### config.mk
export PLATFORM = sky130hd
export DESIGN_NAME = ps2_scan_fifo
export DESIGN_NICKNAME = d
export VERILOG_FILES = /design/src/rtl/ps2_scan_fifo.sv
export SDC_FILE = /design/constraint.sdc
export NUM_CORES = 1
export LEC_CHECK = 0
export BUFFER_PORTS_ARGS = -buffer_cell sky130_fd_sc_hd__buf_2
export CORE_MARGIN = 1
export CORE_UTILIZATION = 45
export DETAILED_ROUTE_END_ITERATION = 7
export SYNTH_ARGS = -nofsm -noshare
export SYNTH_HDL_FRONTEND = slang
export SYNTH_SLANG_ARGS = --single-unit
### constraint.sdc
create_clock -name clk_i -period 2.9 [get_ports clk_i]
set_clock_uncertainty 0.15 [all_clocks]
set_input_delay 0.58 -clock clk_i [delete_from_list [all_inputs] [get_ports clk_i]]
set_output_delay 0.58 -clock clk_i [all_outputs]
set_load 0.005 [all_outputs]
### src/rtl/ps2_scan_fifo.sv
// ps2_scan_fifo
//   Takes scan codes from the PS/2 keyboard front end over a ready/read
//   handshake and buffers them for a CPU/bus-side reader.
//   Each accepted code is stored as {released, code} in a DEPTH-entry FIFO.
//   A full FIFO holds off the front end, which keeps presenting its code
//   until there is room. The block also provides a level interrupt and a
//   sticky flag for front-end "no keyboard ack" errors.
//
// Ports
//   clk_i, rstn_i               clock; asynchronous active-low reset
//   rx_scan_ready_i             front end holds a valid code (level)
//   rx_released_i               code is a key release (break)
//   rx_scan_code_i[7:0]         scan code
//   rx_scan_read_o              one-cycle acknowledge to the front end
//   tx_error_no_keyboard_ack_i  front-end transmit error flag
//   rd_en_i                     pop the head entry (ignored when empty)
//   rd_data_o[8:0]              head entry {released, code}; zero when empty
//   empty_o, full_o             FIFO status
//   count_o[AW:0]               occupancy, 0..DEPTH
//   clr_i                       synchronous flush of FIFO and error status
//   irq_en_i, irq_o             interrupt enable; registered !empty & irq_en
//   err_sticky_o                set by tx error, held until clr
//
// Capture FSM
//   state      | meaning
//   S_IDLE     | waiting for a code; captures it if the FIFO is not full
//   S_ACK      | rx_scan_read pulses high for this one cycle
//   S_WAIT_LOW | waits for the front end to drop ready (one code, one entry)

module ps2_scan_fifo #(
  parameter int DEPTH = 16,
  parameter int AW    = 4
) (
  input  logic          clk_i,
  input  logic          rstn_i,
  input  logic          rx_scan_ready_i,
  input  logic          rx_released_i,
  input  logic [7:0]    rx_scan_code_i,
  output logic          rx_scan_read_o,
  input  logic          tx_error_no_keyboard_ack_i,
  input  logic          rd_en_i,
  output logic [8:0]    rd_data_o,
  output logic          empty_o,
  output logic          full_o,
  output logic [AW:0]   count_o,
  input  logic          clr_i,
  input  logic          irq_en_i,
  output logic          irq_o,
  output logic          err_sticky_o
);

  typedef enum logic [1:0] {
    S_IDLE     = 2'd0,
    S_ACK      = 2'd1,
    S_WAIT_LOW = 2'd2
  } state_e;

  localparam logic [AW:0] FULL_CNT = (AW+1)'(DEPTH);

  state_e          state_q, state_d;
  logic [AW-1:0]   wr_ptr_q, wr_ptr_d;
  logic [AW-1:0]   rd_ptr_q, rd_ptr_d;
  logic [AW:0]     count_q, count_d;
  logic            read_q;
  logic            irq_q, irq_d;
  logic            err_q, err_d;
  logic [8:0]      mem_q [DEPTH];

  logic            push;
  logic            pop;
  logic            empty;
  logic            full;

  assign empty = (count_q == '0);
  assign full  = (count_q == FULL_CNT);

  // Capture side. The full check uses the pre-pop occupancy, so a pop in
  // the same cycle never lets a push through into a full FIFO.
  always_comb begin
    state_d = state_q;
    push    = 1'b0;
    case (state_q)
      S_IDLE: begin
        if (rx_scan_ready_i && !full) begin
          push    = 1'b1;
          state_d = S_ACK;
        end
      end
      S_ACK:      state_d = S_WAIT_LOW;
      S_WAIT_LOW: if (!rx_scan_ready_i) state_d = S_IDLE;
      default:    state_d = S_IDLE;
    endcase
  end

  // Pointer / occupancy / status update. clr overrides push and pop, but
  // the capture FSM still finishes its handshake, so a code captured in
  // the clr cycle is acknowledged and then discarded.
  always_comb begin
    pop      = rd_en_i && !empty;
    wr_ptr_d = wr_ptr_q;
    rd_ptr_d = rd_ptr_q;
    count_d  = count_q;
    err_d    = err_q;
    if (clr_i) begin
      wr_ptr_d = '0;
      rd_ptr_d = '0;
      count_d  = '0;
      err_d    = 1'b0;
    end else begin
      if (push) wr_ptr_d = wr_ptr_q + 1'b1;
      if (pop)  rd_ptr_d = rd_ptr_q + 1'b1;
      case ({push, pop})
        2'b10:   count_d = count_q + 1'b1;
        2'b01:   count_d = count_q - 1'b1;
        default: count_d = count_q;
      endcase
      if (tx_error_no_keyboard_ack_i) err_d = 1'b1;
    end
    irq_d = irq_en_i && (count_d != '0);
  end

  always_ff @(posedge clk_i or negedge rstn_i) begin
    if (!rstn_i) begin
      state_q  <= S_IDLE;
      wr_ptr_q <= '0;
      rd_ptr_q <= '0;
      count_q  <= '0;
      read_q   <= 1'b0;
      irq_q    <= 1'b0;
      err_q    <= 1'b0;
    end else begin
      state_q  <= state_d;
      wr_ptr_q <= wr_ptr_d;
      rd_ptr_q <= rd_ptr_d;
      count_q  <= count_d;
      read_q   <= push;
      irq_q    <= irq_d;
      err_q    <= err_d;
    end
  end

  // Storage is not reset; a stale word is never visible because rd_data
  // is forced to zero while the FIFO is empty.
  always_ff @(posedge clk_i) begin
    if (push) mem_q[wr_ptr_q] <= {rx_released_i, rx_scan_code_i};
  end

  assign rd_data_o      = empty ? 9'h000 : mem_q[rd_ptr_q];
  assign rx_scan_read_o = read_q;
  assign empty_o        = empty;
  assign full_o         = full;
  assign count_o        = count_q;
  assign irq_o          = irq_q;
  assign err_sticky_o   = err_q;

endmodule

==> reports/qor.csv <==
stage,metric,value,unit
critical_path,path_delay_family,multiplexers,
critical_path,required,2.17,ns
floorplanning,design.core.area,0.01415,mm²
floorplanning,num_io_pins,35,
power,clockPowerShare,33.6,%
global_routing,grt_pass1_wl,20360,µm
place,port_buffers,34,
route,wl_per_cell,22.49,µm
route,finalWirelength,13630,µm
power,p_total,6.486,mW
run_status,failed_checks,negative setup slack,
timing,fin_crit_sh,107.9,%
clock_tree,cts_sinks,162,
logic_synthesis,syn_inst,339,
route,drc,0,
timing,worst_pin_slew,0.6130,ns
route,ant_nets,0,
global_routing,track_usage,19.84,%
clock_tree,worstSkewPairLatency,0.42,ns
critical_path,cp-end-kind,output pin,
timing,layout_min_cycle_time,3.129,ns
power,power.share.sequential,42.3,%
clock_tree,cts_root_buf,clkbuf_16,
clock_tree,clkSlewWorstSetupHoldPaths,0.06,ns
critical_path,cpPeakStageDelay,0.49,ns
critical_path,crit_buf_inv,3,
route,vias_per_cell,5.637,
place,gp_congestion,0.8087,
logic_synthesis,async_flop_share,11.11,%
layout,layout.nets,436,
route,drt_iter0_drc,272,
timing,whs,0.2236,ns
global_routing,grt_max_degree,32,
floorplanning,die_area,0.01522,mm²
floorplanning,fp.dieW,123.4,µm
logic_synthesis,synth_edf_count,144,
global_routing,grt_pass1_vias,3433,
worst_hold_path,min_path_type,input pin to register,
route,dr.pass1.iters,6,
global_routing,grt.overflow.total,0,
run_status,status,"finished, violations left",
critical_path,crit_top_cell,mux4_2,
timing,slew_headroom,59.13,%
logic_synthesis,ys_warn_count,0,
logic_synthesis,synth_ff_type,edfxtp_1,
timing,hold_viol,0,
timing,setup_viol_count_final,9,
timing,rsz0062_at_grt,yes,
logic_synthesis,syn_avg_cell_area,19.56,µm²
place,dpl.hpwl,8347,µm
clock_tree,htreeDepth,4,
timing,setup_ws,-0.2287,ns
run,maxCapViolations,0,
power,p_int,4.788,mW
power,p_comb_share,24.2,%
critical_path,path_cells,"buf_4, clkbuf_16, mux4_2, mux4_2, nor2b_1, buf_2",
clock_tree,numCtsBuffers,17,
critical_path,start_kind,register,
logic_synthesis,syn_nets,362,
logic_synthesis,netlist_area,0.006630,mm²
power,power_density,815.3,mW/mm²
floorplanning,fp-row-count,43,
layout,area_growth,19.98,%
layout,insertedDiodeCount,0,
critical_path,cp_data_arrival_time,2.40,ns
timing,drv_slew,0,
layout,final.fill_count,1081,
logic_synthesis,synth-seq-cells,162,
timing,fmax,319.6,MHz
critical_path,worstPathMaxFanout,6,
power,p_sw_share,26.18,%
power,ir_drop,496.9,µV
power,p_leak,2.735,nW
global_routing,antenna_found_initial,0,
critical_path,path_class,register to output pin,
power,p_sw,1.698,mW
logic_synthesis,synth_cell_types,38,
layout,drive_gt1_share,35.68,%
floorplanning,die_y,123.4,µm
layout,final_util,56.22,%
route,vias,3416,
clock_tree,cts_buffer_depth,2,
clock_tree,cts_tree,yes,
logic_synthesis,synth-seq-area-share,72.01,%
floorplanning,start_util,46.86,%
critical_path,slowest_stage,mux4_2,
==> cells in the final DEF (no fill, tap or decap), types with 2 or more instances in the layout <==
master and instances:
a211oi_1 2, a21oi_1 8, a21oi_2 2, and2_1 13
and4_1 4, buf_12 7, buf_2 34, buf_4 27
bufinv_16 3, clkbuf_1 2, clkbuf_16 19, clkinv_1 4
clkinv_2 3, clkinvlp_4 3, dfrtp_1 17, edfxtp_1 144
ha_1 6, inv_1 6, mux4_2 45, nand2_1 6
nand2b_1 2, nand3_1 3, nand4_1 2, nor2_1 18
nor2b_1 10, nor3_1 3, o21ai_0 3, xnor2_1 4
xor2_1 7
==> worst reg2reg max path, cell delays in order (launching register included) <==
cell and delay (ns):
dfrtp_1 0.40, or4_4 0.57, o21ai_4 0.21, inv_1 0.12, ha_2 0.45, mux2i_1 0.21, nor2_1 0.07, a211oi_1 0.22
a41oi_1 0.14
==> layer usage <==
| layer | track usage, % | up-vias | wire, µm |
|---|---|---|---|
| met2 | 32.40 | 105 | 7014 |
| met1 | 25.55 | 1778 | 5637 |
| met3 | 5.166 | 16 | 804 |
| li1 | - | 1517 | - |
| met4 | 7.455 | 0 | 171 |
| met5 | 0 | - | 0 |
==> sequential cells by signal (all words and copies together) (netlist names) <==
signal	flops
rx_scan_read_o	1
wr_ptr_q	4
irq_o	1
state_q	2
err_sticky_o	1
count_o	5
rd_ptr_q	4
mem_q	144
==> per-stage QoR <==
stage                     area (µm²)  cells  TNS [ns]  setup slack, ns
after global routing            7955    606    -2.490          -0.2947
after global placement          7264    566         0           0.1071
after CTS                       7873    601    -2.065          -0.2576
after floorplan                 6630    339         0           0.1125
after detailed placement        7264    566         0          0.02074
final                           7955    606    -1.814          -0.2287
==> cell families after synthesis <==
group / after synthesis / synth area share, %
flip-flops: 162 / 72.01
AND/OR/NAND/NOR: 68 / 5.756
multiplexers: 47 / 15.66
buffers and inverters: 23 / 1.472
AO/OA/AOI/OAI: 21 / 2.321
XOR/XNOR: 11 / 1.453
adder cells (fa/ha/maj): 7 / 1.321
==> area by class of cell <==
class	count	area, µm²	share of cell area, %
Clock buffer	19	432.9	5.442
Clock inverter	13	142.6	1.793
Inverter	6	22.52	0.2831
Multi-Input combinational cell	154	1768	22.22
Sequential cell	162	4776	60.03
Tap cell	180	225.2	2.831
Timing Repair Buffer	72	588.1	7.392
==> Yosys cell counts (2+ instances only) <==
library cell	number	share of area, %
nand3_1	3	0.23
nand2b_1	2	0.19
nor3_1	3	0.23
nand4_1	2	0.19
and2_1	13	1.2
xnor2_1	4	0.53
edfxtp_1	144	65
inv_1	6	0.34
nor2_1	18	1.0
buf_1	2	0.11
dfrtp_1	18	6.8
clkbuf_1	11	0.62
nand2_1	6	0.34
a21oi_1	8	0.60
buf_2	3	0.23
xor2_1	7	0.92
o21ai_0	3	0.23
a21oi_2	2	0.26
ha_1	7	1.3
a211oi_1	2	0.23
and4_1	4	0.53
nor2b_1	11	1.0
mux4_2	45	15
==> power by group through the flow <==
stage	sequential, mW	clock, mW	combinational (mW)
detailed placement	2.79	0	1.49
global placement	2.79	0	1.49
finish	2.74	2.18	1.57
global route	2.76	2.30	1.71
CTS	2.75	2.22	1.51
floorplan	2.77	0	0.946
==> worst paths after layout <==
path,start,endpoint,slack (ns),depth (start not counted)
max in group asynchronous,rstn_i,rd_ptr_q[0],1.80,2
setup reg to reg,count_o[3],irq_o,0.21,8
hold / removal,tx_error_no_keyboard_ack_i,err_sticky_o,0.22,3
hold reg to reg,state_q[1],state_q[1],0.34,1
setup / recovery,rd_ptr_q[0],rd_data_o[7],-0.23,6
min in group asynchronous,rstn_i,count_o[0],0.48,2
==> repair_timing <==
action,CTS,global route
gates cloned,0,2
resized for setup,2,5
setup buffers,2,4
hold endpoints to repair,18,0
setup endpoints to repair,9,10
hold buffers,1,0
No activity file was read; power rests on OpenSTA's default activity.
